--- config.mk ---
export PLATFORM = sky130hd
export DESIGN_NAME = timer_6502
export DESIGN_NICKNAME = d
export VERILOG_FILES = /design/src/rtl/timer_6502.sv
export SDC_FILE = /design/constraint.sdc
export NUM_CORES = 1
export LEC_CHECK = 0
export CORE_ASPECT_RATIO = 0.8
export CORE_MARGIN = 10
export CORE_UTILIZATION = 31
export DETAILED_ROUTE_END_ITERATION = 12
export DONT_BUFFER_PORTS = 1
export GPL_TIMING_DRIVEN = 0
export PLACE_DENSITY_LB_ADDON = 0.3
export SLEW_MARGIN = 20
export SYNTH_ARGS = -nofsm -noshare
export SYNTH_HDL_FRONTEND = slang
export SYNTH_SLANG_ARGS = --single-unit
--- constraint.sdc ---
create_clock -name clk_i -period 2.6 [get_ports clk_i]
set_clock_uncertainty 0.2 [all_clocks]
set_input_delay 0.26 -clock clk_i [delete_from_list [all_inputs] [get_ports clk_i]]
set_output_delay 0.26 -clock clk_i [all_outputs]
set_load 0.02 [all_outputs]
--- src/rtl/timer_6502.sv ---
// timer_6502: memory-mapped 16-bit down-counting timer for the 6502 bus.
// An 8-bit prescaler divides the clock into ticks that decrement COUNT.
// On expiry EXP is set and, with IRQEN, drives a level interrupt.
// The timer either reloads (CONT) or stops. Reads are registered,
// with one clock of latency.
module timer_6502 #(
  parameter int address_width = 16,
  parameter int data_width    = 8,
  parameter logic [address_width-1:0] BaseAddress = 'h9200
) (
  input  logic                     clk_i,
  input  logic                     reset_i,
  input  logic [address_width-1:0] address_i,
  input  logic [data_width-1:0]    data_i,
  input  logic                     rd_wr_i,
  output logic [data_width-1:0]    data_o,
  output logic                     irq_o
);

  logic [address_width-1:0] addr_diff;
  logic [3:0]               off;
  logic                     hit, wr, rd;

  logic                      en, cont, irqen, exp;
  logic [2*data_width-1:0]   reload, count;
  logic [data_width-1:0]     shadow, prescale, pcnt;

  logic                      en_nxt, cont_nxt, irqen_nxt, exp_nxt;
  logic [2*data_width-1:0]   reload_nxt, count_nxt;
  logic [data_width-1:0]     shadow_nxt, prescale_nxt, pcnt_nxt;
  logic                      tick, expire;
  logic [data_width-1:0]     rdata;

  // Window decode: the upper bits of the offset must be zero for a hit.
  always_comb begin
    addr_diff = address_i - BaseAddress;
    off       = addr_diff[3:0];
    hit       = (address_i >= BaseAddress) && (addr_diff[address_width-1:4] == '0);
    wr        = hit && rd_wr_i;
    rd        = hit && !rd_wr_i;
  end

  // Next state: counting first, then bus writes, which override where they collide.
  always_comb begin
    en_nxt       = en;
    cont_nxt     = cont;
    irqen_nxt    = irqen;
    exp_nxt      = exp;
    reload_nxt   = reload;
    count_nxt    = count;
    shadow_nxt   = shadow;
    prescale_nxt = prescale;
    pcnt_nxt     = pcnt;
    tick         = 1'b0;
    expire       = 1'b0;

    if (en) begin
      if (pcnt == prescale) begin
        pcnt_nxt = '0;
        tick     = 1'b1;
      end else begin
        pcnt_nxt = pcnt + 1'b1;
      end
    end

    if (tick) begin
      if (count == '0) begin
        expire  = 1'b1;
        exp_nxt = 1'b1;
        if (cont) count_nxt = reload;
        else      en_nxt    = 1'b0;
      end else begin
        count_nxt = count - 1'b1;
      end
    end

    if (wr) begin
      case (off)
        4'h0: begin
          cont_nxt  = data_i[1];
          irqen_nxt = data_i[2];
          if (!data_i[0]) begin
            en_nxt = 1'b0;
          end else if (!en) begin
            // Start from idle: load the count and restart the prescaler.
            en_nxt    = 1'b1;
            count_nxt = reload;
            pcnt_nxt  = '0;
          end
        end
        // A same-edge expiry beats the write-1-to-clear.
        4'h1: if (data_i[0] && !expire) exp_nxt = 1'b0;
        4'h2: reload_nxt[data_width-1:0]            = data_i;
        4'h3: reload_nxt[2*data_width-1:data_width] = data_i;
        4'h6: prescale_nxt = data_i;
        default: ;
      endcase
    end

    // Latch the high byte that matches the low byte being returned.
    if (rd && off == 4'h4) shadow_nxt = count[2*data_width-1:data_width];
  end

  // Read mux over current (pre-update) register values.
  always_comb begin
    case (off)
      4'h0:    rdata = data_width'({irqen, cont, en});
      4'h1:    rdata = data_width'({en, exp});
      4'h2:    rdata = reload[data_width-1:0];
      4'h3:    rdata = reload[2*data_width-1:data_width];
      4'h4:    rdata = count[data_width-1:0];
      4'h5:    rdata = shadow;
      4'h6:    rdata = prescale;
      default: rdata = '0;
    endcase
  end

  // State registers, read data and interrupt flop.
  always_ff @(posedge clk_i or posedge reset_i) begin
    if (reset_i) begin
      en       <= 1'b0;
      cont     <= 1'b0;
      irqen    <= 1'b0;
      exp      <= 1'b0;
      reload   <= '1;
      count    <= '0;
      shadow   <= '0;
      prescale <= '0;
      pcnt     <= '0;
      data_o   <= '0;
      irq_o    <= 1'b0;
    end else begin
      en       <= en_nxt;
      cont     <= cont_nxt;
      irqen    <= irqen_nxt;
      exp      <= exp_nxt;
      reload   <= reload_nxt;
      count    <= count_nxt;
      shadow   <= shadow_nxt;
      prescale <= prescale_nxt;
      pcnt     <= pcnt_nxt;
      irq_o    <= exp_nxt & irqen_nxt;
      if (rd) data_o <= rdata;
    end
  end

endmodule

==> key figures, run 1 <==
Run status
  • Status: finished clean

STA
  • Fin crit share: 0.951
  • RSZ-0062 raised after global routing: no
  • Final hold violation count: 0
  • Final Hold Slack: 0.00911 ns
  • Max Slew Vio Count: 0
  • Worst Slack Setup Final: 0.128 ns
  • Maximum clock frequency: between 400 and 500 MHz
  • Pin slew with the least headroom to its limit: around 0.84 ns
  • Headroom to the max-slew limit: 0.437
  • Final setup vio count: 0
  • Tmin final: 2.47 ns

Logic synthesis
  • Sequential-to-total area share from yosys stat: 0.424
  • Synth Net Count: 422
  • Most common flop cell mapped by yosys: dfrtp_1
  • Mapped cell area: between 0.004 and 0.005 mm²
  • Async SR Flop Fraction: 1.00
  • Avg Inst Size Synth: between 10 and 15 µm²
  • Synth Register Bits: 69
  • Distinct cells, synth: 67
  • Gate Count Post-Synth: 391
  • YS warnings: 0
  • Number of synthesized flops with an enable pin: 0

Detailed routing
  • Post-route DRC: 0
  • Vias per std cell: 5.70
  • WL/cell: 20.8 µm
  • Drt first pass iters: 5
  • Final ANT Viol Nets: 0
  • Final WL: about 12 mm
  • DR iter-0 viols: 378
  • DR vias: between 3k and 4k

Min path
  • HP Class: input pin to flip-flop
  • Min-delay src: data_i[0]

Finish
  • Final nets: 449
  • Area grow syn2layout: 18.4%
  • FILL cells: 1251
  • Commonest cells after routing, fill and taps aside: dfrtp_1 (52), mux2_2 (42), nand2_1 (33)
  • Layout cells sized above 1: 0.291
  • Antenna cell count: 0
  • Commonest non-fill, non-tap cell in the layout: dfrtp_1

Global route
  • Number of global-route vias before repair: 3232
  • All-Layer GR Usage: 0.136
  • Largest net degree at the start of global routing: 42
  • Initial antenna violation count: 0
  • Gr ovfl total: 0
  • First-pass GRT wire length: slightly below 20 mm

Worst setup path
  • Req. time, crit path: about 2.6 ns
  • CP Cell Sequence: inv_1 > ha_1 > nor4b_4 > nand4_2 > nor2_2 > a21oi_1 > o221a_2
  • Crit start category: flip-flop
  • Type of the worst setup path: flip-flop to flip-flop
  • Reg2reg start: count[0]
  • Crit path max-delay cell type: dfrtp_2
  • Critical path fanouts, max: 7
  • Worst setup path start: count[0]
  • CP Buf/Inv Count: 1
  • Endpoint type of the worst setup path: flip-flop
  • Top Family by Delay on Critical Path: simple AND/OR/NAND/NOR gates
  • Worst path max stage delay: 0.46 ns
  • WP data arrival: 2.49 ns

Die
  • Top Ports: 36
  • Die area: 0.0183 mm²
  • Die Wd: 149 µm
  • Starting Density: 0.319
  • Core ar.: 0.0129 mm²
  • Row count: 37
  • Die Span Y: 123 µm

CTS
  • CTS clock-pin slew for the worst setup and hold paths: 0.05 ns
  • CTS Buf Count: 9
  • CTS Buffer Depth: 2
  • CTS Root Cell: clkbuf_16
  • # clock sinks: 69
  • Worst-skew pair later-pin latency: approximately 0.33 ns
  • CTS tree: yes
  • CTS H-tree lvls: 3

Power
  • Lkg Pwr: 2.11 nW
  • Worst VDD drop: 401 µV
  • Power per cell area: 529 mW/mm²

Place
  • Routability Congestion: 0.917
  • Hpwl dp: 9.36 mm
  • # port buffers: 0
  • Pre-CTS setup slack: -0.556 ns

Run
  • Max-Cap Viols: 0
through the flow:
step / cells / TNS, ns / utilization / area [µm²] / total power, mW
detailed placement: 567 / -15.09 / 0.338 / 4360 / 1.19
global route: 598 / 0 / 0.378 / 4880 / 2.65
floorplan: 391 / 0 / - / 4120 / 1.16
finish: 598 / 0 / 0.378 / 4880 / 2.58
CTS: 594 / 0 / 0.375 / 4840 / 2.60
global placement: 566 / -34.26 / 0.336 / 4340 / 1.18
logic make-up after synthesis:
group,synth area share
multiplexers,0.155
XOR/XNOR,0.0358
adder cells (fa/ha/maj),0.0122
AND/OR/NAND/NOR,0.202
buffers and inverters,0.0365
AO/OA/AOI/OAI,0.134
flip-flops,0.424
registers in the layout, indices dropped and copies added, names as in the netlist, 8 cells and up:
register  cells
data_o        8
pcnt          8
prescale      8
count        16
reload       16
shadow        8
area by class of cell:
| type | count | area (µm²) | share of cell area |
|---|---|---|---|
| clock buffer | 13 | 280 | 0.0575 |
| sequential | 69 | 1750 | 0.358 |
| inverter | 19 | 73.8 | 0.0151 |
| clock inverter | 3 | 65.1 | 0.0133 |
| multi-input combinational | 286 | 2250 | 0.462 |
| buffer | 17 | 82.6 | 0.0169 |
| tap | 175 | 219 | 0.0449 |
| timing repair buffer | 16 | 155 | 0.0318 |
layer usage:
layer | routed length, µm | track usage | up-vias
li1 | - | - | 1526
met1 | 5930 | 0.192 | 1751
met2 | 5330 | 0.200 | 124
met3 | 1040 | 0.0387 | 10
met4 | 140 | 0.0330 | 0
met5 | 0 | 0 | -
tightest hold or removal path: cells and delay by family:
| kind | cells | cell delay, ns |
|---|---|---|
| AND/OR/NAND/NOR | 1 | 0.14 |
| buffers and inverters | 1 | 0.02 |
| AO/OA/AOI/OAI | 1 | 0.08 |
synthesized netlist by cell type, types with 7 or more instances:
cell type	instances	share of area
nand4_1	11	0.017
o21ai_1	8	0.0097
nor4_1	7	0.011
a211oi_1	9	0.016
mux2i_1	12	0.029
nor3_1	8	0.0097
dfrtp_1	53	0.32
nand2_1	33	0.030
o21ai_0	14	0.017
mux2_2	42	0.11
xnor2_1	10	0.021
dfstp_2	16	0.10
nor2_1	22	0.020
inv_1	19	0.017
clkbuf_1	9	0.0082
nand3_1	7	0.0085
where the power goes:
part	internal [mW]	total, mW	switching, mW	leakage, nW
Combinational	0.0358	0.107	0.0712	1.06
Clock	0.943	1.40	0.453	0.172
Sequential	1.08	1.08	0.00116	0.883
Total	2.06	2.58	0.525	2.11
timing repair:
item,in CTS,in global routing
setup buffers,2,4
pin swaps,0,1
endpoints found under the hold margin,89,0
resized for setup,5,9
hold buffers,9,0
setup endpoints to repair,39,22
path summary, 6_finish.rpt:
path	end	slack, ns	cells past startpoint
min in group asynchronous	irq_o	0.19	2
max	count[11]	0.13	7
min	pcnt[0]	0.009	3
min reg2reg	shadow[3]	0.31	1
max reg2reg	count[11]	0.13	7
max in group asynchronous	reload[6]	1.39	3
Note: power is estimated with default switching activity, not from simulation.
==> inputs of run 2 (changes only) <==
- SKIP_CTS_REPAIR_TIMING: not set -> 1
==> run 2 against run 1 <==
  * Clock power barely moved
  * Hold slack improved by 0.00062 ns
  * First-iteration DRC count rose by 2.4%
  * Sequential share of layout area barely moved
  * Final area fell by 0.10%
  * Global-route usage fell by 0.13 points
  * Routed wire length rose by 0.77%
  * Via count did not move
  * Sequential cell count did not move
  * Power barely moved
  * Non-clock buffer count fell by 1
==> key figures, run 2 (synthesized netlist as in run 1, its figures left out) <==
Global route
  • Initial antenna violation count: 0 (unchanged)
  • First-pass GRT wire length: 19.0 mm (-1.2%)
  • Largest net degree at the start of global routing: 42 (unchanged)
  • Number of global-route vias before repair: 3168 (-2.0%)
  • Gr ovfl total: 0 (unchanged)
  • All-Layer GR Usage: 0.135 (-0.00133)

Finish
  • Finished Layout Cells: 597 (-0.17%)
  • Commonest cells after routing, fill and taps aside: dfrtp_1 (52), mux2_2 (42), nand2_1 (33)
  • Commonest non-fill, non-tap cell in the layout: dfrtp_1
  • Final core occ: 0.377 (-0.000387)
  • Largest registers: count: 16 flops, reload: 16 flops
  • Layout cells sized above 1: 0.289 (-0.00168)
  • Antenna cell count: 0 (unchanged)
  • Area grow syn2layout: 18.3%
  • Final nets: 448 (-0.22%)
  • FILL cells: 1251 (unchanged)

Min path
  • HP Class: input pin to flip-flop
  • Hold Path End: pcnt[0]
  • Min-delay src: data_i[0]
  • Hold path depth: 3 (unchanged)

STA
  • Fin crit share: 0.981 (+0.0304)
  • Maximum clock frequency: 392 MHz (-3.1%)
  • TNS Setup: 0 ns (unchanged)
  • RSZ-0062 raised after global routing: yes
  • Final setup vio count: 0 (unchanged)
  • Pin slew with the least headroom to its limit: 0.824 ns (-0.0139 ns)
  • Max Slew Vio Count: 0 (unchanged)
  • Final Hold Slack: 0.00973 ns (+0.000623 ns)
  • Tmin final: 2.55 ns (+0.0791 ns)
  • Final hold violation count: 0 (unchanged)
  • Headroom to the max-slew limit: 0.445 (+0.00842)

Worst setup path
  • Crit Reg-Reg Endpoint: count[4]
  • Crit path max-delay cell type: dfrtp_2
  • CP Cell Sequence: inv_1 > ha_1 > nor4b_4 > buf_4 > nand4_4 > mux2_2 > a211o_1 > o211a_1
  • Endpoint type of the worst setup path: flip-flop
  • Reg2reg start: count[0]
  • Req. time, crit path: 2.62 ns (about the same)
  • Critical path fanouts, max: 9 (+2)
  • Worst path max stage delay: 0.46 ns (about the same)
  • WP data arrival: 2.57 ns (+0.08 ns)
  • R2R Setup Slk: 0.05 ns (-0.08 ns)
  • Crit start category: flip-flop
  • R2r worst-path depth: 8 (+1)
  • Type of the worst setup path: flip-flop to flip-flop

Die
  • Die Wd: 149 µm (unchanged)
  • Starting Density: 0.319 (unchanged)
  • Core ar.: 0.0129 mm² (unchanged)
  • Die area: 0.0183 mm² (unchanged)
  • Top Ports: 36 (unchanged)
  • Die Span Y: 123 µm (unchanged)
  • Row count: 37 (unchanged)

Power
  • Lkg Pwr: 2.11 nW (-0.16%)
  • Total power: 2.58 mW (about the same)
  • Power per cell area: 529 mW/mm² (about the same)
  • Worst VDD drop: 400 µV (-0.17%)

CTS
  • # clock sinks: 69 (unchanged)
  • CTS Buf Count: 9 (unchanged)
  • CTS H-tree lvls: 3 (unchanged)
  • CTS clock-pin slew for the worst setup and hold paths: 0.06 ns (about the same)
  • CTS tree: yes
  • CTS Buffer Depth: 2 (unchanged)
  • CTS Root Cell: clkbuf_16
  • Worst-skew pair later-pin latency: 0.33 ns (about the same)

Place
  • # port buffers: 0 (unchanged)
  • Hpwl dp: 9.36 mm (unchanged)
  • Routability Congestion: 0.917 (unchanged)
  • DP Cell Count: 567 (unchanged)

Run
  • Max-Cap Viols: 0 (unchanged)

Detailed routing
  • Drt first pass iters: 5 (unchanged)
  • Final WL: 12.5 mm (+0.77%)
  • DR vias: 3411 (unchanged)
  • Post-route DRC: 0 (unchanged)
  • WL/cell: 21.0 µm (+0.94%)
  • Vias per std cell: 5.71 (+0.17%)
  • Final ANT Viol Nets: 0 (unchanged)
  • DR iter-0 viols: 387 (+2.4%)

Run status
  • Status: finished clean
run 2: cell types whose count changed in the layout (fill, tap and decap cells not counted), sizes merged:
cell / before / now
buf: 15 / 14
run 2: metrics by stage:
stage	cell area, µm²	setup WS, ns
finish	4870	0.0487
global route	4870	-0.0657
CTS	4710	-0.364
detailed placement	4360	-0.556
global placement	4340	-0.495
floorplan	4120	0.254
run 2: final cells by class:
type,count,area [µm²],share of cell area
Multi-Input combinational cell,286,2260,0.463
Clock inverter,3,65.1,0.0134
Buffer,17,82.6,0.0169
Clock buffer,13,280,0.0575
Timing Repair Buffer,15,148,0.0303
Inverter,19,73.8,0.0151
Sequential cell,69,1750,0.359
Tap cell,175,219,0.0449
run 2: per-layer routing:
layer | global-route usage | vias to the layer above | wire (µm)
li1 | - | 1525 | -
met1 | 0.189 | 1738 | 5950
met2 | 0.196 | 135 | 5400
met3 | 0.0427 | 13 | 1010
met4 | 0.0330 | 0 | 176
met5 | 0 | - | 0
run 2: worst max-delay path, delay by kind of cell (launching register included):
| family | cells | cell delay [ns] |
|---|---|---|
| fa+ha+maj | 1 | 0.19 |
| compound gates | 2 | 0.42 |
| buf+inv | 2 | 0.31 |
| mux | 1 | 0.35 |
| simple gates | 2 | 0.50 |
| flops | 1 | 0.46 |
run 2: how the worst max path moves through the flow:
stage | from | endpoint | slack, ns | cells after the start
finish | count[0] | count[4] | 0.05 | 8
global route | count[0] | count[4] | -0.07 | 8
CTS | count[0] | count[11] | -0.36 | 7
detailed placement | address_i[5] | prescale[4] | -0.56 | 4
global placement | address_i[5] | prescale[7] | -0.50 | 4
floorplan | address_i[9] | shadow[0] | 0.25 | 8
run 2: power by group:
part	leakage [nW]	switching (mW)	internal, mW	total (mW)
logic	1.06	0.0709	0.0356	0.107
registers	0.883	0.00117	1.08	1.08
clock network	0.172	0.452	0.943	1.39
total	2.11	0.524	2.05	2.58
